### src/rtl/clock_mode_ctrl.sv
`default_nettype none
// ============================================================================
// Module   : clock_mode_ctrl
// Purpose  : Button debounce and RUN/time-set/alarm-set sequencing for the
//            24 h clock; optional hold-to-repeat via CLOCK_MODE_CTRL_AUTOREPEAT_EN.
// Revision : 1.0 - initial release
// ============================================================================
module clock_mode_ctrl #(
  parameter int DEBOUNCE_MS   = 20,
  parameter int TIMEOUT_MS    = 30000,
  parameter int BLINK_MS      = 250,
  parameter int LONG_PRESS_MS = 1000,
  parameter int REPEAT_MS     = 200
) (
  input  logic       clk,
  input  logic       clr,
  input  logic       tick_1ms,
  input  logic       btn_mode,
  input  logic       btn_adj,
  output logic [2:0] mode,
  output logic       clk_hour_inc,
  output logic       clk_min_inc,
  output logic       alm_hour_inc,
  output logic       alm_min_inc,
  output logic       sec_hold,
  output logic       sec_clr,
  output logic       disp_alarm,
  output logic       blink,
  output logic       alarm_armed
);

  localparam int c_MAX_1 = (DEBOUNCE_MS > TIMEOUT_MS) ? DEBOUNCE_MS : TIMEOUT_MS;
  localparam int c_MAX_2 = (c_MAX_1 > BLINK_MS) ? c_MAX_1 : BLINK_MS;
  localparam int c_MAX_3 = (c_MAX_2 > LONG_PRESS_MS) ? c_MAX_2 : LONG_PRESS_MS;
  localparam int c_MAX   = (c_MAX_3 > REPEAT_MS) ? c_MAX_3 : REPEAT_MS;
  localparam int c_CW    = $clog2(c_MAX + 1);

  localparam logic [c_CW-1:0] c_ONE        = c_CW'(1);
  localparam logic [c_CW-1:0] c_DEB        = c_CW'(DEBOUNCE_MS);
  localparam logic [c_CW-1:0] c_TO         = c_CW'(TIMEOUT_MS);
  localparam logic [c_CW-1:0] c_BLINK_LAST = c_CW'(BLINK_MS - 1);

  localparam int c_BTN_MODE = 0;
  localparam int c_BTN_ADJ  = 1;

  typedef enum logic [2:0] {
    ST_RUN      = 3'd0,
    ST_SET_HOUR = 3'd1,
    ST_SET_MIN  = 3'd2,
    ST_ALM_HOUR = 3'd3,
    ST_ALM_MIN  = 3'd4
  } state_t;

  logic [1:0]      w_raw;
  logic [1:0]      r_sync1;
  logic [1:0]      r_sync2;
  logic [1:0]      r_deb;
  logic [1:0]      r_deb_d;
  logic [1:0]      r_qual;
  logic [c_CW-1:0] r_deb_cnt [2];
  logic [1:0]      w_press;

  state_t          r_state;
  state_t          w_next;
  logic            w_timeout;
  logic            w_mode_ev;
  logic            w_adj_ev;
  logic            w_inc_ev;
  logic            w_rep_fire;
  logic [c_CW-1:0] r_to_cnt;
  logic [c_CW-1:0] r_blink_cnt;
  logic            r_blink_ph;
  logic [c_CW-1:0] w_blink_cnt_n;
  logic            w_blink_ph_n;

  logic r_clk_hour_inc;
  logic r_clk_min_inc;
  logic r_alm_hour_inc;
  logic r_alm_min_inc;
  logic r_sec_hold;
  logic r_sec_clr;
  logic r_disp_alarm;
  logic r_blink;
  logic r_alarm_armed;

  assign w_raw = {btn_adj, btn_mode};

  // r_qual blocks a press from a button that was already held through reset
  // until the synchronized level has been seen low on a tick.
  always_ff @(posedge clk) begin
    if (clr) begin
      r_sync1 <= '0;
      r_sync2 <= '0;
      r_deb   <= '0;
      r_deb_d <= '0;
      r_qual  <= '0;
      for (int i = 0; i < 2; i++) begin
        r_deb_cnt[i] <= '0;
      end
    end else begin
      r_sync1 <= w_raw;
      r_sync2 <= r_sync1;
      r_deb_d <= r_deb;
      if (tick_1ms) begin
        r_qual <= r_qual | ~r_sync2;
        for (int i = 0; i < 2; i++) begin
          if (r_sync2[i] != r_deb[i]) begin
            if ((r_deb_cnt[i] + c_ONE) == c_DEB) begin
              r_deb[i]     <= r_sync2[i];
              r_deb_cnt[i] <= '0;
            end else begin
              r_deb_cnt[i] <= r_deb_cnt[i] + c_ONE;
            end
          end else begin
            r_deb_cnt[i] <= '0;
          end
        end
      end
    end
  end

  assign w_press = r_deb & ~r_deb_d & r_qual;

  always_comb begin
    w_timeout = (r_state != ST_RUN) && (r_to_cnt == c_TO);
    w_mode_ev = w_press[c_BTN_MODE] && !w_timeout;
    w_adj_ev  = w_press[c_BTN_ADJ] && !w_press[c_BTN_MODE] && !w_timeout;
    w_next    = r_state;
    if (w_timeout) begin
      w_next = ST_RUN;
    end else if (w_mode_ev) begin
      case (r_state)
        ST_RUN:      w_next = ST_SET_HOUR;
        ST_SET_HOUR: w_next = ST_SET_MIN;
        ST_SET_MIN:  w_next = ST_ALM_HOUR;
        ST_ALM_HOUR: w_next = ST_ALM_MIN;
        ST_ALM_MIN:  w_next = ST_RUN;
        default:     w_next = ST_RUN;
      endcase
    end
  end

  assign w_inc_ev = w_adj_ev || w_rep_fire;

  always_comb begin
    w_blink_cnt_n = r_blink_cnt;
    w_blink_ph_n  = r_blink_ph;
    if (w_next == ST_RUN) begin
      w_blink_cnt_n = '0;
      w_blink_ph_n  = 1'b0;
    end else if (w_next != r_state) begin
      w_blink_cnt_n = '0;
      w_blink_ph_n  = 1'b1;
    end else if (tick_1ms) begin
      if (r_blink_cnt == c_BLINK_LAST) begin
        w_blink_cnt_n = '0;
        w_blink_ph_n  = ~r_blink_ph;
      end else begin
        w_blink_cnt_n = r_blink_cnt + c_ONE;
      end
    end
  end

`ifdef CLOCK_MODE_CTRL_AUTOREPEAT_EN
  localparam logic [c_CW-1:0] c_LONG = c_CW'(LONG_PRESS_MS);
  localparam logic [c_CW-1:0] c_REP  = c_CW'(REPEAT_MS);

  logic            r_rep_act;
  logic            r_rep_long;
  logic [c_CW-1:0] r_rep_cnt;
  logic [c_CW-1:0] w_rep_cnt_inc;

  assign w_rep_cnt_inc = r_rep_cnt + c_ONE;
  assign w_rep_fire    = r_rep_act && tick_1ms && r_deb[c_BTN_ADJ] &&
                         !w_press[c_BTN_MODE] && !w_timeout &&
                         (w_rep_cnt_inc == (r_rep_long ? c_REP : c_LONG));

  // Hold timer counts ticks since the adj press; first interval is the
  // long-press delay, then the repeat interval.
  always_ff @(posedge clk) begin
    if (clr) begin
      r_rep_act  <= 1'b0;
      r_rep_long <= 1'b0;
      r_rep_cnt  <= '0;
    end else if (w_adj_ev && (r_state != ST_RUN)) begin
      r_rep_act  <= 1'b1;
      r_rep_long <= 1'b0;
      r_rep_cnt  <= '0;
    end else if (!r_deb[c_BTN_ADJ] || w_press[c_BTN_MODE] || w_timeout ||
                 (w_next != r_state)) begin
      r_rep_act <= 1'b0;
    end else if (r_rep_act && tick_1ms) begin
      if (w_rep_fire) begin
        r_rep_cnt  <= '0;
        r_rep_long <= 1'b1;
      end else begin
        r_rep_cnt <= w_rep_cnt_inc;
      end
    end
  end
`else
  assign w_rep_fire = 1'b0;
`endif

  always_ff @(posedge clk) begin
    if (clr) begin
      r_state        <= ST_RUN;
      r_clk_hour_inc <= 1'b0;
      r_clk_min_inc  <= 1'b0;
      r_alm_hour_inc <= 1'b0;
      r_alm_min_inc  <= 1'b0;
      r_sec_hold     <= 1'b0;
      r_sec_clr      <= 1'b0;
      r_disp_alarm   <= 1'b0;
      r_blink        <= 1'b0;
      r_alarm_armed  <= 1'b0;
      r_to_cnt       <= '0;
      r_blink_cnt    <= '0;
      r_blink_ph     <= 1'b0;
    end else begin
      r_state        <= w_next;
      r_clk_hour_inc <= w_inc_ev && (r_state == ST_SET_HOUR);
      r_clk_min_inc  <= w_inc_ev && (r_state == ST_SET_MIN);
      r_alm_hour_inc <= w_inc_ev && (r_state == ST_ALM_HOUR);
      r_alm_min_inc  <= w_inc_ev && (r_state == ST_ALM_MIN);
      // Leaving SET_MIN by either mode press or timeout zeroes the seconds.
      r_sec_clr      <= (r_state == ST_SET_MIN) && (w_next != ST_SET_MIN);
      r_sec_hold     <= (w_next == ST_SET_HOUR) || (w_next == ST_SET_MIN);
      r_disp_alarm   <= (w_next == ST_ALM_HOUR) || (w_next == ST_ALM_MIN);
      if (w_adj_ev && (r_state == ST_RUN)) begin
        r_alarm_armed <= ~r_alarm_armed;
      end
      if ((w_next == ST_RUN) || (w_next != r_state) || (w_press != 2'b00) || w_rep_fire) begin
        r_to_cnt <= '0;
      end else if (tick_1ms && (r_to_cnt != c_TO)) begin
        r_to_cnt <= r_to_cnt + c_ONE;
      end
      r_blink_cnt <= w_blink_cnt_n;
      r_blink_ph  <= w_blink_ph_n;
      r_blink     <= (w_next != ST_RUN) && (w_blink_ph_n || r_deb[c_BTN_ADJ]);
    end
  end

  assign mode         = r_state;
  assign clk_hour_inc = r_clk_hour_inc;
  assign clk_min_inc  = r_clk_min_inc;
  assign alm_hour_inc = r_alm_hour_inc;
  assign alm_min_inc  = r_alm_min_inc;
  assign sec_hold     = r_sec_hold;
  assign sec_clr      = r_sec_clr;
  assign disp_alarm   = r_disp_alarm;
  assign blink        = r_blink;
  assign alarm_armed  = r_alarm_armed;

endmodule
`default_nettype wire

### config.mk
export PLATFORM = sky130hd
export DESIGN_NAME = clock_mode_ctrl
export DESIGN_NICKNAME = d
export VERILOG_FILES = /design/src/rtl/clock_mode_ctrl.sv
export SDC_FILE = /design/constraint.sdc
export NUM_CORES = 1
export LEC_CHECK = 0
export CORE_UTILIZATION = 35
export CTS_BUF_LIST = sky130_fd_sc_hd__clkbuf_4 sky130_fd_sc_hd__clkbuf_8
export DETAILED_ROUTE_END_ITERATION = 12
export PLACE_DENSITY_LB_ADDON = 0.08
export REMOVE_ABC_BUFFERS = 1
export SYNTH_ARGS = -nofsm -noshare
export SYNTH_HDL_FRONTEND = slang
export SYNTH_SLANG_ARGS = --single-unit
### constraint.sdc
create_clock -name clk -period 2.5 [get_ports clk]
set_input_delay 0.625 -clock clk [delete_from_list [all_inputs] [get_ports clk]]
set_output_delay 0.625 -clock clk [all_outputs]
set_load 0.03 [all_outputs]
==> results.json <==
{
  "worst_slack_ns": 0.1841,
  "layout_min_cycle_time_ns": 2.316,
  "critical_path.endpoint_type": "output port",
  "cts_made_buffers": 9,
  "die-area_um2": 12120,
  "clkSlewWorstSetupHoldPaths_ns": 0.09,
  "synth.distinct_cells": 45,
  "crit_slowest_cell": "clkdlybuf4s50_1",
  "pre_cts_ws_ns": 0.1888,
  "postSynthAreaPerCell_um2": 9.354,
  "setup_viol": 0,
  "core_um2": 11420,
  "tightestPinTransition_ns": 0.4119,
  "max_freq_mhz": 431.8,
  "dpl.hpwl_um": 5513,
  "rows": 39,
  "yosysWarnings": 0,
  "clockBufferDepth": 2,
  "num_antenna_cells": 0,
  "outcome": "finished clean",
  "min-delay-start": "r_sync1[0]",
  "ir_drop_mv": 0.3477,
  "multi_input_area_um2": 2016,
  "final-seq-area_um2": 1962,
  "crit_family": "buffers and inverters",
  "leakage_nw": 1.561,
  "overflow": 0,
  "grt.total_usage_pct": 14.94,
  "synth_edf_count": 30,
  "synthTopCellsByArea": "dfxtp_1 (26%), edfxtp_1 (22%), nor2_1 (8.1%)",
  "hold_class": "reg2reg",
  "syn-cell-area_um2": 4088,
  "max_slew_margin_pct": 72.50,
  "startpoint_type": "register",
  "finalHoldViolCount": 0,
  "final_max_slew_viol_count": 0,
  "synthCells": 437,
  "yosysTopAreaCell": "dfxtp_1",
  "synth_flop_cell": "dfxtp_1",
  "post_drt_wl_per_cell_um": 12.92,
  "dr_total_vias": 2962,
  "drc": 0,
  "power.density_nw_per_um2": 591.0,
  "cts_htree_levels": 3,
  "ys_seq_area_share_pct": 48.00,
  "ant_nets": 0,
  "place_inst": 595,
  "crit_arrival_ns": 1.69,
  "clkSinkCount": 83,
  "clockRootBuffer": "clkbuf_8",
  "grt_first_pass_wirelength_um": 13770,
  "critPathKind": "reg2out",
  "synth_most_common_cell": "nor2_1",
  "final_cells": 613,
  "worstPathCellList": "clkdlybuf4s50_1",
  "antenna_found_initial": 0,
  "start_util_pct": 35.80,
  "ys_async_sr_fraction_pct": 0,
  "grt_pass1_vias": 2923,
  "synth_top_area_share_pct": 25.96,
  "drt-total-wl_um": 7920,
  "power.total_mw": 2.804,
  "fin_nets": 478,
  "startpoint": "mode[2]",
  "fin_skew_ns": 0.007183,
  "cap_viol_max_count": 0,
  "drt_iter0_drc": 140,
  "portBuffers": 16,
  "cpPeakStageDelay_ns": 0.75,
  "gp_congestion": 0.7736,
  "grt_setup_unrepaired": "no",
  "grt_max_degree": 16,
  "die_w_um": 110.1,
  "ys_ff_latch": 83,
  "pin_count": 17,
  "die_h_um": 110.1,
  "fillers": 1164,
  "clk_latency_ns": 0.37,
  "synth_common_cells": "nor2_1 (88), dfxtp_1 (53), xnor2_1 (32)",
  "r2r-start": "r_deb_cnt[0][1]",
  "worstPathMaxFanout": 12,
  "drive_above_1_share_pct": 8.936,
  "required_ns": 1.88,
  "finalSetupTns_ns": 0,
  "cts_tree": "built",
  "crit_buf_inv": 1,
  "syn2layout_area_growth_pct": 16.07,
  "final_util_pct": 41.55,
  "dr.pass1.iters": 4,
  "min_period_over_period_pct": 92.64,
  "drt-vias-per-instance": 4.832
}
-- path summary, 6_finish.rpt --
path / slack [ns] / end / depth (start not counted)
worst max register to register: 0.19 / r_deb[0] / 7
worst min register to register: 0.46 / r_sync2[0] / 1
worst min-delay path: 0.46 / r_sync2[0] / 1
worst max-delay path: 0.18 / mode[2] / 1
-- power by group --
part | switching [mW] | internal (mW) | leakage (nW)
registers | 0.0345 | 1.42 | 0.762
logic | 0.0511 | 0.0467 | 0.668
clock network | 0.523 | 0.724 | 0.130
total | 0.609 | 2.19 | 1.56
-- placed cells by master (no fill, tap or decap), types with 4 or more instances in the layout --
cell and n:
a21oi_1 8, nand4_1 14, and3_1 4, buf_4 14, nor3_1 18, nor2_1 88
nor4_1 5, nand3_1 26, and4_1 6, nand2_1 26, nor2b_1 9, mux2i_1 6
clkdlybuf4s50_1 16, dfxtp_1 53, clkbuf_8 11, xor2_1 30, edfxtp_1 30, inv_1 17
ha_1 8, xnor2_1 32
-- flip-flops by register name, summed over array words and instances, names as in the netlist --
register and cells:
clk_hour_inc 1, r_deb_d 2, r_to_cnt 15, sec_clr 1, r_sync1 2, r_sync2 2
blink 1, clk_min_inc 1, disp_alarm 1, r_deb 2, r_qual 2, sec_hold 1
alm_min_inc 1, r_blink_ph 1, alarm_armed 1, r_blink_cnt 15, r_deb_cnt 30, mode 3
alm_hour_inc 1
-- layer usage --
layer | wire length, um | GRT usage (%) | up-vias
met5 | 0 | 0 | -
met4 | 158 | 6.952 | 0
met3 | 164 | 3.586 | 12
met2 | 3724 | 23.44 | 16
li1 | - | - | 1548
met1 | 3872 | 19.33 | 1386
-- kinds of logic after synthesis --
| logic type | count (synthesis) | share of synthesized area, % |
|---|---|---|
| mux | 8 | 2.112 |
| fa+ha+maj | 8 | 2.449 |
| compound gates | 21 | 3.490 |
| simple gates | 225 | 27.82 |
| flops | 83 | 48.00 |
| buf+inv | 30 | 2.847 |
| xor+xnor | 62 | 13.28 |
-- area by class of cell --
cell class / instances / area share (%)
multi-input cells: 324 / 42.48
flip-flops and latches: 83 / 41.35
repair buffers: 30 / 5.591
well taps: 143 / 3.771
clock buffers: 11 / 3.191
clock inverters: 5 / 2.268
inverters: 17 / 1.345
-- what timing repair did --
item	in CTS	in global routing
hold buffers	0	0
setup endpoints to repair	0	5
resized for setup	0	1
setup buffers	0	2
-- through the flow --
step                cell area (um^2)  hold WS [ns]
finish                          4745        0.4580
global route                    4745        0.4683
CTS                             4723        0.4625
detailed placement              4464        0.4292
global placement                4464        0.4504
floorplan                       4035        0.4138
Power figures use the tool's default switching activity.
